File: src/rtl/a2d_rr_seq_if.sv
// SPI transaction link between the conversion scheduler and the SPI master.
//   wrt     : single-cycle transaction start
//   cmd     : 16-bit command word, stable while the transaction runs
//   done    : single-cycle end-of-transaction pulse
//   rd_data : read data, valid while done is high
interface a2d_rr_seq_if;
    logic        wrt;
    logic [15:0] cmd;
    logic        done;
    logic [15:0] rd_data;

    modport master (output wrt, output cmd, input done, input rd_data);
    modport slave  (input wrt, input cmd, output done, output rd_data);
endinterface

File: src/rtl/a2d_rr_seq.sv
// Round-robin A2D conversion scheduler: each nxt runs one two-transaction
// ADC conversion on the current channel, latches the 12-bit result and
// advances to the next channel (left, right, steer, battery).
//   clk, rst_n : clock, asynchronous active-low reset
//   nxt        : request the next conversion (queued once if busy)
//   spi        : SPI master link (master modport)
//   lft_ld, rght_ld, steer_pot, batt : latest 12-bit results
//   ld_vld     : pulse when rght_ld updates (fresh left/right pair)
//   busy       : conversion in progress
//   a2d_err    : pulse when the SPI master fails to answer in time
module a2d_rr_seq #(
    parameter logic [2:0]  CH_LFT   = 3'd0,
    parameter logic [2:0]  CH_RGHT  = 3'd4,
    parameter logic [2:0]  CH_STEER = 3'd5,
    parameter logic [2:0]  CH_BATT  = 3'd6,
    parameter int unsigned TMO_W    = 12
) (
    input  logic               clk,
    input  logic               rst_n,
    input  logic               nxt,
    a2d_rr_seq_if.master       spi,
    output logic [11:0]        lft_ld,
    output logic [11:0]        rght_ld,
    output logic [11:0]        steer_pot,
    output logic [11:0]        batt,
    output logic               ld_vld,
    output logic               busy,
    output logic               a2d_err
);

    // One short of all-ones: the error flop then fires on the edge where
    // the counter itself reaches all-ones.
    localparam logic [TMO_W-1:0] TMO_LAST = {{(TMO_W-1){1'b1}}, 1'b0};

    typedef enum logic [2:0] {
        IDLE = 3'd0,
        TX1  = 3'd1,
        GAP  = 3'd2,
        TX2  = 3'd3,
        CAPT = 3'd4
    } state_t;

    state_t           state;
    logic [1:0]       rr;
    logic             pend;
    logic [TMO_W-1:0] tmo_cnt;
    logic [2:0]       chan;

    // Only the low 12 bits of the read word carry the conversion result.
    logic unused_rd_hi;
    assign unused_rd_hi = ^spi.rd_data[15:12];

    // Channel address selected by the round-robin pointer.
    always_comb begin
        chan = CH_LFT;
        case (rr)
            2'd1:    chan = CH_RGHT;
            2'd2:    chan = CH_STEER;
            2'd3:    chan = CH_BATT;
            default: chan = CH_LFT;
        endcase
    end

    // Conversion sequencer with registered outputs.
    always_ff @(posedge clk or negedge rst_n) begin
        if (!rst_n) begin
            state     <= IDLE;
            rr        <= 2'd0;
            pend      <= 1'b0;
            tmo_cnt   <= '0;
            spi.wrt   <= 1'b0;
            spi.cmd   <= 16'h0000;
            lft_ld    <= 12'h000;
            rght_ld   <= 12'h000;
            steer_pot <= 12'h000;
            batt      <= 12'h000;
            ld_vld    <= 1'b0;
            busy      <= 1'b0;
            a2d_err   <= 1'b0;
        end else begin
            spi.wrt <= 1'b0;
            ld_vld  <= 1'b0;
            a2d_err <= 1'b0;

            // Single-entry request queue; extra requests are dropped.
            if (nxt && (state != IDLE)) begin
                pend <= 1'b1;
            end

            case (state)
                IDLE: begin
                    if (nxt || pend) begin
                        state   <= TX1;
                        spi.wrt <= 1'b1;
                        spi.cmd <= {2'b00, chan, 11'h000};
                        pend    <= 1'b0;
                        tmo_cnt <= '0;
                        busy    <= 1'b1;
                    end
                end
                TX1: begin
                    tmo_cnt <= tmo_cnt + TMO_W'(1);
                    if (spi.done) begin
                        state <= GAP;
                    end else if (tmo_cnt == TMO_LAST) begin
                        state   <= IDLE;
                        a2d_err <= 1'b1;
                        busy    <= 1'b0;
                    end
                end
                GAP: begin
                    state   <= TX2;
                    spi.wrt <= 1'b1;
                    tmo_cnt <= '0;
                end
                TX2: begin
                    tmo_cnt <= tmo_cnt + TMO_W'(1);
                    if (spi.done) begin
                        state <= CAPT;
                        case (rr)
                            2'd0: lft_ld    <= spi.rd_data[11:0];
                            2'd1: rght_ld   <= spi.rd_data[11:0];
                            2'd2: steer_pot <= spi.rd_data[11:0];
                            default: batt   <= spi.rd_data[11:0];
                        endcase
                        // Coincident with the rght_ld update.
                        if (rr == 2'd1) begin
                            ld_vld <= 1'b1;
                        end
                    end else if (tmo_cnt == TMO_LAST) begin
                        state   <= IDLE;
                        a2d_err <= 1'b1;
                        busy    <= 1'b0;
                    end
                end
                CAPT: begin
                    rr    <= rr + 2'd1;
                    state <= IDLE;
                    busy  <= 1'b0;
                end
                default: begin
                    state <= IDLE;
                    busy  <= 1'b0;
                end
            endcase
        end
    end

endmodule
File: src/flat_wrapper.sv
// flat-port wrapper written by rule: the top's interface ports become plain ports
module a2d_rr_seq_flat 
#(
    parameter logic [2:0]  CH_LFT   = 3'd0,
    parameter logic [2:0]  CH_RGHT  = 3'd4,
    parameter logic [2:0]  CH_STEER = 3'd5,
    parameter logic [2:0]  CH_BATT  = 3'd6,
    parameter int unsigned TMO_W    = 12
)
  (clk, rst_n, nxt, lft_ld, rght_ld, steer_pot, batt, ld_vld, busy, a2d_err, spi_wrt, spi_cmd, spi_done, spi_rd_data);
  a2d_rr_seq_if spi_i ();
  input  logic clk;
  input  logic rst_n;
  input  logic nxt;
  output logic [11:0] lft_ld;
  output logic [11:0] rght_ld;
  output logic [11:0] steer_pot;
  output logic [11:0] batt;
  output logic ld_vld;
  output logic busy;
  output logic a2d_err;
  output wire logic [$bits(spi_i.wrt)-1:0] spi_wrt;
  output wire logic [$bits(spi_i.cmd)-1:0] spi_cmd;
  input wire logic [$bits(spi_i.done)-1:0] spi_done;
  input wire logic [$bits(spi_i.rd_data)-1:0] spi_rd_data;
  assign spi_wrt = spi_i.wrt;
  assign spi_cmd = spi_i.cmd;
  assign spi_i.done = spi_done;
  assign spi_i.rd_data = spi_rd_data;
  a2d_rr_seq #(.CH_LFT(CH_LFT), .CH_RGHT(CH_RGHT), .CH_STEER(CH_STEER), .CH_BATT(CH_BATT), .TMO_W(TMO_W)) u_core (.clk(clk), .rst_n(rst_n), .nxt(nxt), .spi(spi_i), .lft_ld(lft_ld), .rght_ld(rght_ld), .steer_pot(steer_pot), .batt(batt), .ld_vld(ld_vld), .busy(busy), .a2d_err(a2d_err));
endmodule
File: config.mk
export PLATFORM = sky130hd
export DESIGN_NAME = a2d_rr_seq_flat
export DESIGN_NICKNAME = d
export VERILOG_FILES = /design/src/rtl/a2d_rr_seq_if.sv /design/src/rtl/a2d_rr_seq.sv /design/src/flat_wrapper.sv
export SDC_FILE = /design/constraint.sdc
export NUM_CORES = 1
export LEC_CHECK = 0
export ABC_AREA = 1
export BUFFER_PORTS_ARGS = -buffer_cell sky130_fd_sc_hd__buf_2
export CORE_ASPECT_RATIO = 2
export CORE_MARGIN = 2
export CORE_UTILIZATION = 52
export DETAILED_ROUTE_END_ITERATION = 8
export PLACE_DENSITY = 0.83
export SLEW_MARGIN = 20
export SYNTH_ARGS = -nofsm -noshare
export SYNTH_HDL_FRONTEND = slang
export SYNTH_SLANG_ARGS = --single-unit
File: constraint.sdc
create_clock -name clk -period 1.4 [get_ports clk]
set_input_delay 0.21 -clock clk [delete_from_list [all_inputs] [get_ports clk]]
set_output_delay 0.21 -clock clk [all_outputs]
set_load 0.02 [all_outputs]
; After elaboration in Yosys (flattened, before gate mapping)
; Cells that the tools add are included.
[totals]
reg_bits = 73
inputBits = 20
out_inout_bits = 68
word_cells = 66
[classes]
add_sub_neg = 2
n_eq_ne = 11
muxes = 23
bitwise = 2
reduce_logical = 15
[op_table]
columns = op, n
row1 = 12-bit case mux with 3 select lines, 1
row2 = 1-bit 2-to-1 mux, 13
row3 = "12-bit by 1-bit adder with 12-bit output, second input constant", 1
row4 = "12-bit == test, second input constant", 1
row5 = 12-bit 2-to-1 mux, 1
row6 = 3-bit 2-to-1 mux, 4
row7 = 3-bit case mux with 4 select lines, 1
row8 = 3-bit AND reduction, 4
row9 = 3-bit case mux with 3 select lines, 1
row10 = "3-bit by 2-bit == test with 1-bit output, second input constant", 2
row11 = 3-bit nonzero test, 2
row12 = "2-bit == test, second input constant", 2
row13 = "2-bit by 1-bit inequality test with 1-bit output, second input constant", 2
row14 = 2-bit AND reduction, 2
row15 = 4-bit AND reduction, 1
row16 = "3-bit by 1-bit == test with 1-bit output, second input constant", 1
row17 = "3-bit == test, second input constant", 1
row18 = 3-bit logical NOT, 1
row19 = 1-bit case mux with 3 select lines, 1
row20 = 3-bit OR reduction, 1
row21 = "2-bit by 1-bit adder with 2-bit output, second input constant", 1
row22 = "2-bit by 1-bit == test with 1-bit output, second input constant", 1
row23 = 2-bit logical NOT, 1
row24 = "2-bit inequality test, second input constant", 1
row25 = 5 further kinds, 6

; Logic depth before layout (Yosys ltp)
[logic_depth]
depth_word = 5
depth_mapped = 9
depth_no_buf = 9

; Worst setup path after synthesis
; No wires, ideal clock.
[synth_path]
path_kind = reg-to-reg
start = reg u_core.state[0]
end = reg u_core.state[0]
setup_ns = 0.120
arrival_ns = 1.141
required_time_ns = 1.280
path_slack_ns = 0.138
path_stages_with_launch = 6
path_buffers = 0
period_less_slack_ns = 1.262
path_cell_list = dfrtp_1 > nor2_1 > nand2_1 > nand2_2 > inv_1 > a31o_2
[synth_between]
elab_chain_len = 3
word_cells_on_any_way = 9
cone_classes = eq/ne: 4 / mux: 4 / reduce/logical: 1
[synth_lines]
columns = item, line
row1 = from (decl), a2d_rr_seq.sv:43  ; state_t state;
row2 = from (signal assigned), a2d_rr_seq.sv:67  ; state <= IDLE;
row3 = from (signal assigned), a2d_rr_seq.sv:93  ; state <= TX1;
row4 = from (signal assigned), a2d_rr_seq.sv:104  ; state <= GAP;
row5 = 3-bit 2-to-1 mux, --
row6 = "3-bit 2-to-1 mux, on equally long branches", --
row7 = 3-bit case mux with 4 select lines, a2d_rr_seq.sv:90  ; case (state)
; Parallel ways exist; a longest one is shown, timed or not.
; A chain may end at the register's enable or synchronous reset.

; Worst setup path in the final report
[layout_path]
start = reg u_core.tmo_cnt[0]
end = reg u_core.busy
[layout_between]
elab_chain_len = 3
[layout_lines]
columns = item, line
row1 = from (decl), a2d_rr_seq.sv:46  ; logic [TMO_W-1:0] tmo_cnt;
row2 = from (signal assigned), a2d_rr_seq.sv:102  ; tmo_cnt <= tmo_cnt + TMO_W'(1);
row3 = from (signal assigned), a2d_rr_seq.sv:117  ; tmo_cnt <= tmo_cnt + TMO_W'(1);
row4 = 12-bit == test, "a2d_rr_seq.sv:105, a2d_rr_seq.sv:130"
row5 = 2-bit by 1-bit inequality test with 1-bit output (no source line), --
row6 = 4-bit AND reduction (no source line), --
row7 = to (signal assigned), a2d_rr_seq.sv:108  ; busy <= 1'b0;
row8 = to (signal assigned), a2d_rr_seq.sv:133  ; busy <= 1'b0;
row9 = to (signal assigned), a2d_rr_seq.sv:139  ; busy <= 1'b0;
row10 = to (decl), a2d_rr_seq.sv:27  ; output logic busy,
; Every way passes these cells.

==> results.sh <==
export IMPL_rsz0062_at_grt="true"
export IMPL_cp_required_ns=1.61
export IMPL_io_pins=88
export IMPL_synth_fa_ha_area_share_pct=3.092
export IMPL_grt_pass1_wl_mm=11.77
export IMPL_core_area_mm2=0.006006
export IMPL_final_layout_size_suffix_gt1_share_pct=32.32
export IMPL_gr_usage_all_layers_pct=23.03
export IMPL_place_ws_ns=-0.0006503
export IMPL_yosys_top_cells_count="85 x nand2_1, 73 x dfrtp_1, 37 x o21ai_1"
export IMPL_hold_class="in -> reg"
export IMPL_routedWlPerCell_um=16.30
export IMPL_dr_pass1_iters=4
export IMPL_power_share_switching_pct=39.41
export IMPL_grt_ovfl_total=0
export IMPL_clkPwrFrac_pct=25.1
export IMPL_ys_warn_count=0
export IMPL_worstPathArrival_ns=1.62
export IMPL_synthFlopType="dfrtp_1"
export IMPL_drcViolationCount=0
export IMPL_worstHoldStart="nxt"
export IMPL_worstSetupPathType="reg -> reg"
export IMPL_fp_row_count=40
export IMPL_root_buffer="clkbuf_16"
export IMPL_synth_area_mm2=0.003237
export IMPL_worst_r2r_endpoint="u_core.busy"
export IMPL_start_kind="flip-flop"
export IMPL_violations="negative setup slack"
export IMPL_clkLatencyLatePin_ns=0.33
export IMPL_setup_ws_ns=-0.004638
export IMPL_die_area_mm2=0.006910
export IMPL_reg2reg_setup_slack_ns=-0.005
export IMPL_globalplace_congestion=0.8138
export IMPL_ys_seq_elements=73
export IMPL_syn_avg_cell_area_um2=9.691
export IMPL_finalCritPeriodShare_pct=100.3
export IMPL_fmax_ghz=0.7119
export IMPL_vias=2583
export IMPL_status="complete, but fails checks"
export IMPL_synth_edf_count=0
export IMPL_synth_top_family_by_area="simple AND/OR/NAND/NOR gates"
export IMPL_synthToLayoutAreaGrowth_pct=27.75
export IMPL_path_clk_slew_ns=0.06
export IMPL_synth_top_area_share_pct=56.44
export IMPL_drtIter0Drc=95
export IMPL_grt_max_degree=35
export IMPL_drt_total_wl_mm=7.986
export IMPL_fin_crit_ns=1.405
export IMPL_yosysMostFrequentCell="nand2_1"
export IMPL_power_leakage_nw=2.153
export IMPL_cts_buffers_inserted=9
export IMPL_yosys_area_top_type="dfrtp_1"
export IMPL_setup_viol=1
export IMPL_hold_viol=0
export IMPL_end_kind="flip-flop"
export IMPL_place_area_mm2=0.003601
export IMPL_n_antenna_cell=0
export IMPL_finClkSkew_ns=0.005360
export IMPL_drtAntennaViolNets=0
export IMPL_maxCapViolCount=0
export IMPL_maxSlewViolCount=0
export IMPL_synth_xor_xnor_area_share_pct=1.624
export IMPL_final_area_mm2=0.004135
export IMPL_die_width_um=59.79
export IMPL_hold_end="u_core.pend"
export IMPL_layout_nets=451
export IMPL_start_util_pct=53.90
export IMPL_seq_power_share_pct=36.2
export IMPL_syn_inst=334
export IMPL_synth_area_leaders="dfrtp_1 56%, nand2_1 9.9%, o21ai_1 5.7%"
export IMPL_hold_depth=3
export IMPL_synth_simple_gate_area_share_pct=17.55
export IMPL_cellPowerDensity_mw_per_mm2=2304
export IMPL_cts_sinks=73
export IMPL_r2r_start="u_core.tmo_cnt[0]"
export IMPL_dp_hpwl_mm=5.328
export IMPL_comb_power_share_pct=38.7
export IMPL_synthMuxAreaShare_pct=0
export IMPL_port_buffer_count=70
export IMPL_cp_max_fo=5
export IMPL_grt_pass1_vias=2496
export IMPL_via_per_inst=5.271
export IMPL_synth_distinct_cells=26
export IMPL_switchingPower_mw=3.755
export IMPL_cts_tree="done"
export IMPL_synthArstFlopShare_pct=100.0
export IMPL_p_int_mw=5.774
export IMPL_reg2regPathDepth=9
export IMPL_antenna_found_initial=0
export IMPL_synth_compound_area_share_pct=11.91
export IMPL_ys_seq_area_share_pct=56.44
export IMPL_max_vdd_ir_drop_mv=1.456
export IMPL_die_h_um=115.6
export IMPL_cts_max_path_buffers=2
export IMPL_cts_max_level=3
==> worst max-delay path by stage <==
stage | from | to | slack, ns | cells past startpoint
after global routing | u_core.pend | u_core.state[0] | -0.07 | 5
after detailed placement | u_core.state[2] | u_core.rght_ld[5] | -0.0007 | 6
final | u_core.tmo_cnt[0] | u_core.busy | -0.005 | 9
after CTS | u_core.state[2] | u_core.rght_ld[5] | -0.01 | 6
after global placement | u_core.state[0] | u_core.state[0] | 0.05 | 5
after floorplan | u_core.state[0] | u_core.state[0] | 0.14 | 5
==> cell families after synthesis <==
logic type,after synthesis
flip-flops,73
AND/OR/NAND/NOR,129
adder cells (fa/ha/maj),8
XOR/XNOR,6
other,1
buffers and inverters,51
AO/OA/AOI/OAI,66
==> placed cells by master (no fill, tap or decap), types with 2 or more instances in the layout <==
master	instances
xor2_1	4
a21oi_1	2
ha_4	2
clkbuf_8	4
o21ai_1	37
buf_2	70
nand2_4	3
o21ai_0	12
conb_1	13
xnor2_1	2
ha_2	2
buf_12	4
ha_1	4
nand4_1	4
o21ai_2	11
inv_2	2
nand2_2	4
inv_1	27
nand3_1	10
nand2_8	4
clkbuf_16	9
nor2_2	5
nor2_1	16
nand2_1	81
buf_4	10
dfrtp_1	72
a22o_1	2
==> power groups by stage <==
stage                     Clock (mW)  Sequential [mW]  Combinational [mW]
final                           2.39             3.45                3.68
after global routing            2.49             3.54                4.04
after CTS                       2.42             3.41                3.32
after detailed placement           0             3.43                3.30
after global placement             0             3.39                3.19
after floorplan                    0             4.17                1.33
==> cell type report <==
class	instances	area, µm²
well taps	63	78.83
repair buffers	85	515.5
inverters	30	115.1
clock buffers	13	280.3
multi-input cells	224	1282
fillers	444	1871
flip-flops and latches	73	1828
clock inverters	2	35.03
==> sequential cells by signal, summed over array words and instances, names as in the netlist <==
name / count
u_core.spi.wrt: 1
u_core.tmo_cnt: 12
u_core.a2d_err: 1
u_core.ld_vld: 1
u_core.steer_pot: 12
u_core.state: 3
u_core.lft_ld: 12
u_core.rr: 2
u_core.rght_ld: 12
u_core.spi.cmd: 3
u_core.busy: 1
u_core.batt: 12
u_core.pend: 1
==> layer usage <==
| layer | vias up | track usage [%] | wire [µm] |
|---|---|---|---|
| met3 | 6 | 5.692 | 393 |
| met4 | 0 | 9.037 | 79 |
| met1 | 1260 | 25.74 | 2773 |
| met2 | 94 | 40.65 | 4739 |
| met5 | - | 0 | 0 |
| li1 | 1223 | - | - |
==> stage by stage <==
stage / power (mW) / hold WS [ns] / utilization (%) / std cells / TNS, ns
global route: 10.06 / 0.2072 / 68.85 / 490 / -0.3064
floorplan: 5.497 / -0.08559 / - / 346 / 0
detailed placement: 6.729 / 0.1627 / 59.96 / 465 / -0.0006503
finish: 9.529 / 0.1650 / 68.85 / 490 / -0.004638
CTS: 9.152 / 0.1460 / 65.38 / 481 / -0.03559
global placement: 6.583 / 0.1572 / 59.96 / 465 / 0
==> worst max-delay path: stages, from the launching register on <==
cell     delay, ns
dfrtp_1       0.43
inv_2         0.11
ha_4          0.13
nand2_2       0.05
nor2_2        0.15
nand4_1       0.15
nand2_1       0.12
nand2_1       0.06
nand2_1       0.05
nand2_1       0.04
==> repair_timing <==
item / 4_1_cts / 5_1_grt
cloned: 0 / 2
hold buffers: 1 / 0
gates resized for setup: 0 / 26
buffers inserted: 0 / 7
endpoints found under the hold margin: 14 / 0
setup endpoints to repair: 4 / 58
pin swaps: 0 / 7
No activity file was read; power rests on OpenSTA's default activity.
